$ cat src/rtl/sift_pkg.sv
// Shared scanner definitions: FSM states, 3x3 neighbourhood offsets, BRAM latency.
package sift_pkg;

  typedef enum logic [2:0] {
    IDLE   = 3'd0,
    FETCH  = 3'd1,
    DRAIN  = 3'd2,
    DECIDE = 3'd3,
    EMIT   = 3'd4,
    FINISH = 3'd5
  } scanner_state;

  localparam int NEIGH_CNT = 9;

  // k = 0 is the centre, k = 1..8 walk the ring in raster order.
  localparam int NEIGH_DX [NEIGH_CNT] = '{0, -1, 0, 1, -1, 1, -1, 0, 1};
  localparam int NEIGH_DY [NEIGH_CNT] = '{0, -1, -1, -1, 0, 0, 1, 1, 1};

  localparam int BRAM_READ_LATENCY = 2;

endpackage

$ cat src/rtl/extrema_accumulator.sv
// Running strict-extremum test of one centre sample against its 3x3x2 neighbourhood.
// The centre (k = 0) arrives first and seeds the flags with the layer-2 centre
// compare; every later sample can only clear them.
module extrema_accumulator
  import sift_pkg::*;
#(
  parameter int BIT_DEPTH = 9
) (
  input  logic                        clk,
  input  logic                        rst_in,
  input  logic                        clear,
  input  logic                        sample_valid,
  input  logic signed [BIT_DEPTH-1:0] sample_first,
  input  logic signed [BIT_DEPTH-1:0] sample_second,
  input  logic                        is_centre,
  output logic                        is_max,
  output logic                        is_min,
  output logic        [BIT_DEPTH:0]   abs_centre
);

  logic signed [BIT_DEPTH-1:0] centre;
  logic signed [BIT_DEPTH-1:0] ref_val;
  logic                        max_ok, min_ok;
  logic                        gt_first, lt_first, gt_second, lt_second;
  logic        [BIT_DEPTH:0]   centre_ext;

  // Compare against the incoming centre on its own capture cycle, else the stored one.
  always_comb begin
    ref_val   = is_centre ? sample_first : centre;
    gt_first  = ref_val > sample_first;
    lt_first  = ref_val < sample_first;
    gt_second = ref_val > sample_second;
    lt_second = ref_val < sample_second;
  end

  // Magnitude in one extra bit so the most negative sample stays representable.
  always_comb begin
    centre_ext = {centre[BIT_DEPTH-1], centre};
    abs_centre = centre_ext[BIT_DEPTH] ? -centre_ext : centre_ext;
  end

  // Seed on the centre sample, then AND in each neighbour's strict compare.
  always_ff @(posedge clk) begin
    if (!rst_in || clear) begin
      centre <= '0;
      max_ok <= 1'b0;
      min_ok <= 1'b0;
    end else if (sample_valid) begin
      if (is_centre) begin
        centre <= sample_first;
        max_ok <= gt_second;
        min_ok <= lt_second;
      end else begin
        max_ok <= max_ok & gt_first & gt_second;
        min_ok <= min_ok & lt_first & lt_second;
      end
    end
  end

  assign is_max = max_ok;
  assign is_min = min_ok;

endmodule

$ cat src/rtl/extrema_scanner.sv
// Full-frame DoG extremum scanner: walks interior pixels, reads each 3x3
// neighbourhood from two BRAM layers and emits keypoints over valid/ready.
module extrema_scanner
  import sift_pkg::*;
#(
  parameter  int BIT_DEPTH       = 9,
  parameter  int DIMENSION       = 4,
  parameter  int CONTRAST_THRESH = 0,
  localparam int AW              = $clog2(DIMENSION * DIMENSION),
  localparam int CW              = $clog2(DIMENSION)
) (
  input  logic                        clk,
  input  logic                        rst_in,
  input  logic                        start,
  output logic        [AW-1:0]        first_address,
  input  logic signed [BIT_DEPTH-1:0] first_data,
  output logic        [AW-1:0]        second_address,
  input  logic signed [BIT_DEPTH-1:0] second_data,
  output logic                        kp_valid,
  input  logic                        kp_ready,
  output logic        [CW-1:0]        kp_x,
  output logic        [CW-1:0]        kp_y,
  output logic                        kp_is_max,
  output logic                        busy,
  output logic                        done
);

  localparam logic [CW-1:0] LAST_IDX = CW'(DIMENSION - 2);

  scanner_state  state;
  logic [CW-1:0] x, y;
  logic [CW-1:0] next_x, next_y;
  scanner_state  adv_state;
  logic [3:0]    k;
  int            addr_i;

  logic                         issue, issue_centre;
  logic [BRAM_READ_LATENCY:1]   vld_pipe, ctr_pipe;
  logic                         is_max, is_min, keypoint;
  logic [BIT_DEPTH:0]           abs_centre;

  // Read address for offset k of the current pixel; parked at 0 outside FETCH.
  always_comb begin
    addr_i = 0;
    if (state == FETCH)
      addr_i = (int'(y) + NEIGH_DY[k]) * DIMENSION + int'(x) + NEIGH_DX[k];
    first_address  = AW'(addr_i);
    second_address = AW'(addr_i);
  end

  assign issue        = (state == FETCH);
  assign issue_centre = (state == FETCH) && (k == 4'd0);

  // Valid/centre tags ride alongside the BRAM latency so capture ignores state.
  always_ff @(posedge clk) begin
    if (!rst_in) begin
      vld_pipe <= '0;
      ctr_pipe <= '0;
    end else begin
      vld_pipe <= {vld_pipe[BRAM_READ_LATENCY-1:1], issue};
      ctr_pipe <= {ctr_pipe[BRAM_READ_LATENCY-1:1], issue_centre};
    end
  end

  extrema_accumulator #(
    .BIT_DEPTH (BIT_DEPTH)
  ) u_acc (
    .clk           (clk),
    .rst_in        (rst_in),
    .clear         (state == IDLE),
    .sample_valid  (vld_pipe[BRAM_READ_LATENCY]),
    .sample_first  (first_data),
    .sample_second (second_data),
    .is_centre     (ctr_pipe[BRAM_READ_LATENCY]),
    .is_max        (is_max),
    .is_min        (is_min),
    .abs_centre    (abs_centre)
  );

  assign keypoint = (is_max | is_min) && (int'(abs_centre) > CONTRAST_THRESH);

  // Raster advance over the interior; leaving the last row ends the scan.
  always_comb begin
    next_x    = x + CW'(1);
    next_y    = y;
    adv_state = FETCH;
    if (x == LAST_IDX) begin
      next_x = CW'(1);
      if (y == LAST_IDX) adv_state = FINISH;
      else               next_y    = y + CW'(1);
    end
  end

  // Main scan FSM and registered outputs.
  always_ff @(posedge clk) begin
    if (!rst_in) begin
      state     <= IDLE;
      x         <= '0;
      y         <= '0;
      k         <= '0;
      busy      <= 1'b0;
      done      <= 1'b0;
      kp_valid  <= 1'b0;
      kp_is_max <= 1'b0;
      kp_x      <= '0;
      kp_y      <= '0;
    end else begin
      done <= 1'b0;
      case (state)
        IDLE: begin
          if (start) begin
            if (DIMENSION < 3) begin
              done <= 1'b1;
            end else begin
              x     <= CW'(1);
              y     <= CW'(1);
              k     <= '0;
              busy  <= 1'b1;
              state <= FETCH;
            end
          end
        end
        FETCH: begin
          if (k == 4'd8) begin
            k     <= '0;
            state <= DRAIN;
          end else begin
            k <= k + 4'd1;
          end
        end
        DRAIN: begin
          if (k == 4'd1) begin
            k     <= '0;
            state <= DECIDE;
          end else begin
            k <= k + 4'd1;
          end
        end
        DECIDE: begin
          if (keypoint) begin
            kp_valid  <= 1'b1;
            kp_x      <= x;
            kp_y      <= y;
            kp_is_max <= is_max;
            state     <= EMIT;
          end else begin
            x     <= next_x;
            y     <= next_y;
            state <= adv_state;
          end
        end
        EMIT: begin
          if (kp_ready) begin
            kp_valid <= 1'b0;
            x        <= next_x;
            y        <= next_y;
            state    <= adv_state;
          end
        end
        FINISH: begin
          busy  <= 1'b0;
          done  <= 1'b1;
          state <= IDLE;
        end
        default: state <= IDLE;
      endcase
    end
  end

endmodule

$ cat config.mk
export PLATFORM = sky130hd
export DESIGN_NAME = extrema_scanner
export DESIGN_NICKNAME = d
export VERILOG_FILES = /design/src/rtl/sift_pkg.sv /design/src/rtl/extrema_accumulator.sv /design/src/rtl/extrema_scanner.sv
export SDC_FILE = /design/constraint.sdc
export NUM_CORES = 1
export LEC_CHECK = 0
export BUFFER_PORTS_ARGS = -buffer_cell sky130_fd_sc_hd__buf_2
export CAP_MARGIN = 20
export CORE_UTILIZATION = 40
export CTS_BUF_LIST = sky130_fd_sc_hd__clkbuf_4
export DETAILED_ROUTE_END_ITERATION = 10
export PLACE_DENSITY = 0.58
export SKIP_LAST_GASP = 1
export SYNTH_ARGS = -nofsm -noshare
export SYNTH_HDL_FRONTEND = slang
export SYNTH_SLANG_ARGS = --single-unit
export TNS_END_PERCENT = 30
$ cat constraint.sdc
create_clock -name clk -period 2.9 [get_ports clk]
set_input_delay 0.87 -clock clk [delete_from_list [all_inputs] [get_ports clk]]
set_output_delay 0.87 -clock clk [all_outputs]
set_load 0.01 [all_outputs]
==> run metrics <==
number of global-route vias before repair=~1,900; Reg2Reg Depth=8; row cnt=27; Inserted Diodes=0; Synth Register Bits=34; overall routing resource usage=between 10% and 20%; Pwr Density=between 600 and 700 nW/um^2; GR Overflow Total=0; worst-skew pair later-pin latency=0.34 ns; average vias per placed instance=around 5; Crit path max-delay family=adder cells; final count of pins violating max slew=0; DRT Pass-1 Iters=4; status=complete, but fails checks; Peak Freq=roughly 0.33 GHz; Cell Chain, Critical Path=inv_4, ha_4, nand2b_1, a21o_1, ha_2, ha_4, a21oi_2, xnor2_1, nor2_1, buf_2; Core Footprint=about 5500 um^2; Post-Syn Area=2300 um^2; pre-CTS setup slack=0.0667 ns; sequential-to-total area share from yosys stat=29.6%; WHS Path Cells=1; Slew HR=a little under three fifths; RePlAce Congestion=0.825; Die X=about 80 um; # fillers=556; layout cells sized above 1=between 20 and 25%; worst path arrival time=2.16 ns; initial antenna violation count=0; WP data required=2.03 ns; synthesized netlist net count=roughly 330; startpoint types=flop; area share of the largest cell type after synthesis=29.6%; Lkg Pwr=around 1.2 nW; critical path depth=10; HPWL after DPL=3800 um; R2R Path End=u_acc.is_max$_SDFFE_PP0P_; failing checks=negative setup slack; Clock Sinks=34; first-pass GRT wire length=roughly 8600 um; CTS root buf=clkbuf_4; antenna-violating nets left=0; Tmin final=between 3 and 4 ns; Die ar.=between 6000 and 7000 um^2; critical path type=flop to output port; Netlist cell types=between 40 and 50; I/O Pins=38; Worst Tran Pin Value=between 0.6 and 0.7 ns; drt first-iter violations=around 100; clock transition at the registers of the reported paths=roughly 0.11 ns; CTS tree=built; Worst Setup SP=k[0]$_SDFFE_PN0P_; maxcap violations=0; Tot Pwr=between 1.5 and 2 mW; crit path max-delay cell type=dfxtp_4; H-tree depth=2; Max rail drop VDD=~510 uV; # setup viols final=6; IO Port Bufs=37; WL per Instance=12.6 um; reg2reg setup slack=roughly 0.5 ns; NumNets Final=370; top post-synthesis cells by area=dfxtp_1, ha_1, nor2_1; setup ws final=-0.129 ns; Total Routed Length=approximately 5000 um; via count=~2,000; Die Span Y=77.8 um; largest net degree at the start of global routing=18; Post-synth EDFFs=0; CP peak stage delay=0.39 ns; reg-to-reg startpoint=ctr_pipe[2]$_SDFF_PN0_; Post-DP Area=between 2000 and 3000 um^2; design area=approximately 2600 um^2; final hold vios=0; Clock Tree Buf Depth=2; Commonest cells post-synth=dfxtp_1, nor2_1, ha_1, inv_1, nand2_1; worst-path fanout max=6; effective utilization at floorplan=a little over two fifths; crit-path most repeated cell=ha_4; Syn Inst Count=about 290; hold crit path type=flop to flop; Mapped Avg Cell Area=slightly above 8 um^2; Top FF cell, synth=dfxtp_1; type of destination of the critical path=output port; DRC viols=0; asr flop ratio synth=0%; RSZ-0062 raised after global routing=true; fin util=roughly 48%; final setup TNS=-0.652 ns; Synth warnings=0; total CTS buffers=5; WP buf/inv=2; area leader, netlist=dfxtp_1; Clock Skews=roughly 0.013 ns; Area Growth Syn to Fin=15.0%; Critical Path Sink=second_address[3]; fin crit share=104%
[cell usage in the layout (no fill, tap or decap), types with 3 or more instances in the layout]
cell type / Yosys / final
nand2b_1: 8 / 8
xnor2_1: 5 / 4
nor2b_1: 3 / 3
ha_1: 26 / 22
a211oi_1: 4 / 4
o21ai_0: 11 / 10
a21boi_0: 4 / 4
buf_4: 4 / 5
mux2_2: 8 / 8
nor4b_1: 3 / 3
nand3_1: 10 / 10
nand4_1: 3 / 3
nor3_1: 13 / 13
nor3b_1: 8 / 8
a21oi_1: 16 / 15
nand2_1: 17 / 17
clkbuf_4: 0 / 5
and2_1: 6 / 6
dfxtp_1: 34 / 31
a21o_1: 3 / 3
nor2_1: 34 / 34
buf_2: 3 / 37
inv_1: 22 / 20
nand3b_1: 3 / 3
[power by group]
part | leakage, nW | internal [mW] | switching (mW) | total [mW]
combinational | 0.909 | 0.397 | 0.432 | 0.828
sequential | 0.278 | 0.524 | 0.0826 | 0.607
clock | 0.0308 | 0.0872 | 0.164 | 0.252
[per-layer routing]
metal  global-route usage [%]  wire length, um  vias up
met5                        0                0        -
met4                     5.85               46        0
met3                     3.53              216        5
met2                     27.1             2130       40
met1                     25.6             2540      897
li1                         -                -     1072
[kinds of logic (layout without fill, tap and decap cells)]
| kind of cell | count (synthesis) | count (layout) | share of synthesized area, % |
|---|---|---|---|
| flip-flops | 34 | 34 | 29.6 |
| XOR/XNOR | 5 | 5 | 1.91 |
| AO/OA/AOI/OAI | 54 | 54 | 15.1 |
| buffers and inverters | 37 | 73 | 6.86 |
| AND/OR/NAND/NOR | 118 | 118 | 26.7 |
| adder cells (fa/ha/maj) | 27 | 27 | 15.0 |
| multiplexers | 10 | 10 | 4.79 |
[through the flow]
stage	cells	hold WS, ns
3_3_place_gp	385	0.418
2_1_floorplan	285	0.412
6_report	393	0.455
4_1_cts	393	0.455
3_5_place_dp	385	0.419
5_1_grt	393	0.476
[layout make-up]
class | count | area (um^2) | area share, %
clock inverter | 2 | 10.0 | 0.379
timing repair buffer | 42 | 223 | 8.42
multi-input combinational | 214 | 1500 | 56.9
sequential | 34 | 687 | 26.0
clock buffer | 5 | 37.5 | 1.42
inverter | 24 | 92.6 | 3.50
tap | 72 | 90.1 | 3.41
[how the worst min path moves through the flow]
stage | start | to | slack (ns)
5_1_grt | kp_x[0]$_SDFFE_PN0P_ | kp_x[0]$_SDFFE_PN0P_ | 0.48
3_5_place_dp | vld_pipe[1]$_SDFF_PN0_ | vld_pipe[2]$_SDFF_PN0_ | 0.42
2_1_floorplan | ctr_pipe[1]$_SDFF_PN0_ | ctr_pipe[2]$_SDFF_PN0_ | 0.41
4_1_cts | vld_pipe[1]$_SDFF_PN0_ | vld_pipe[2]$_SDFF_PN0_ | 0.45
3_3_place_gp | ctr_pipe[1]$_SDFF_PN0_ | ctr_pipe[2]$_SDFF_PN0_ | 0.42
6_report | vld_pipe[1]$_SDFF_PN0_ | vld_pipe[2]$_SDFF_PN0_ | 0.46
[what timing repair did]
item | CTS | global route
pin swaps | 5 | 2
buffers inserted | 1 | 0
hold buffers | 0 | 0
setup endpoints to repair | 6 | 6
resized for setup | 13 | 3
[registers in the layout, summed over array words and instances, names as in the netlist]
name / cells
done: 1
ctr_pipe: 2
state: 3
busy: 1
u_acc.centre: 9
kp_valid: 1
vld_pipe: 2
kp_x: 2
k: 4
u_acc.is_max: 1
x: 2
kp_is_max: 1
y: 2
u_acc.is_min: 1
kp_y: 2
Note: power is estimated with default switching activity, not from simulation.
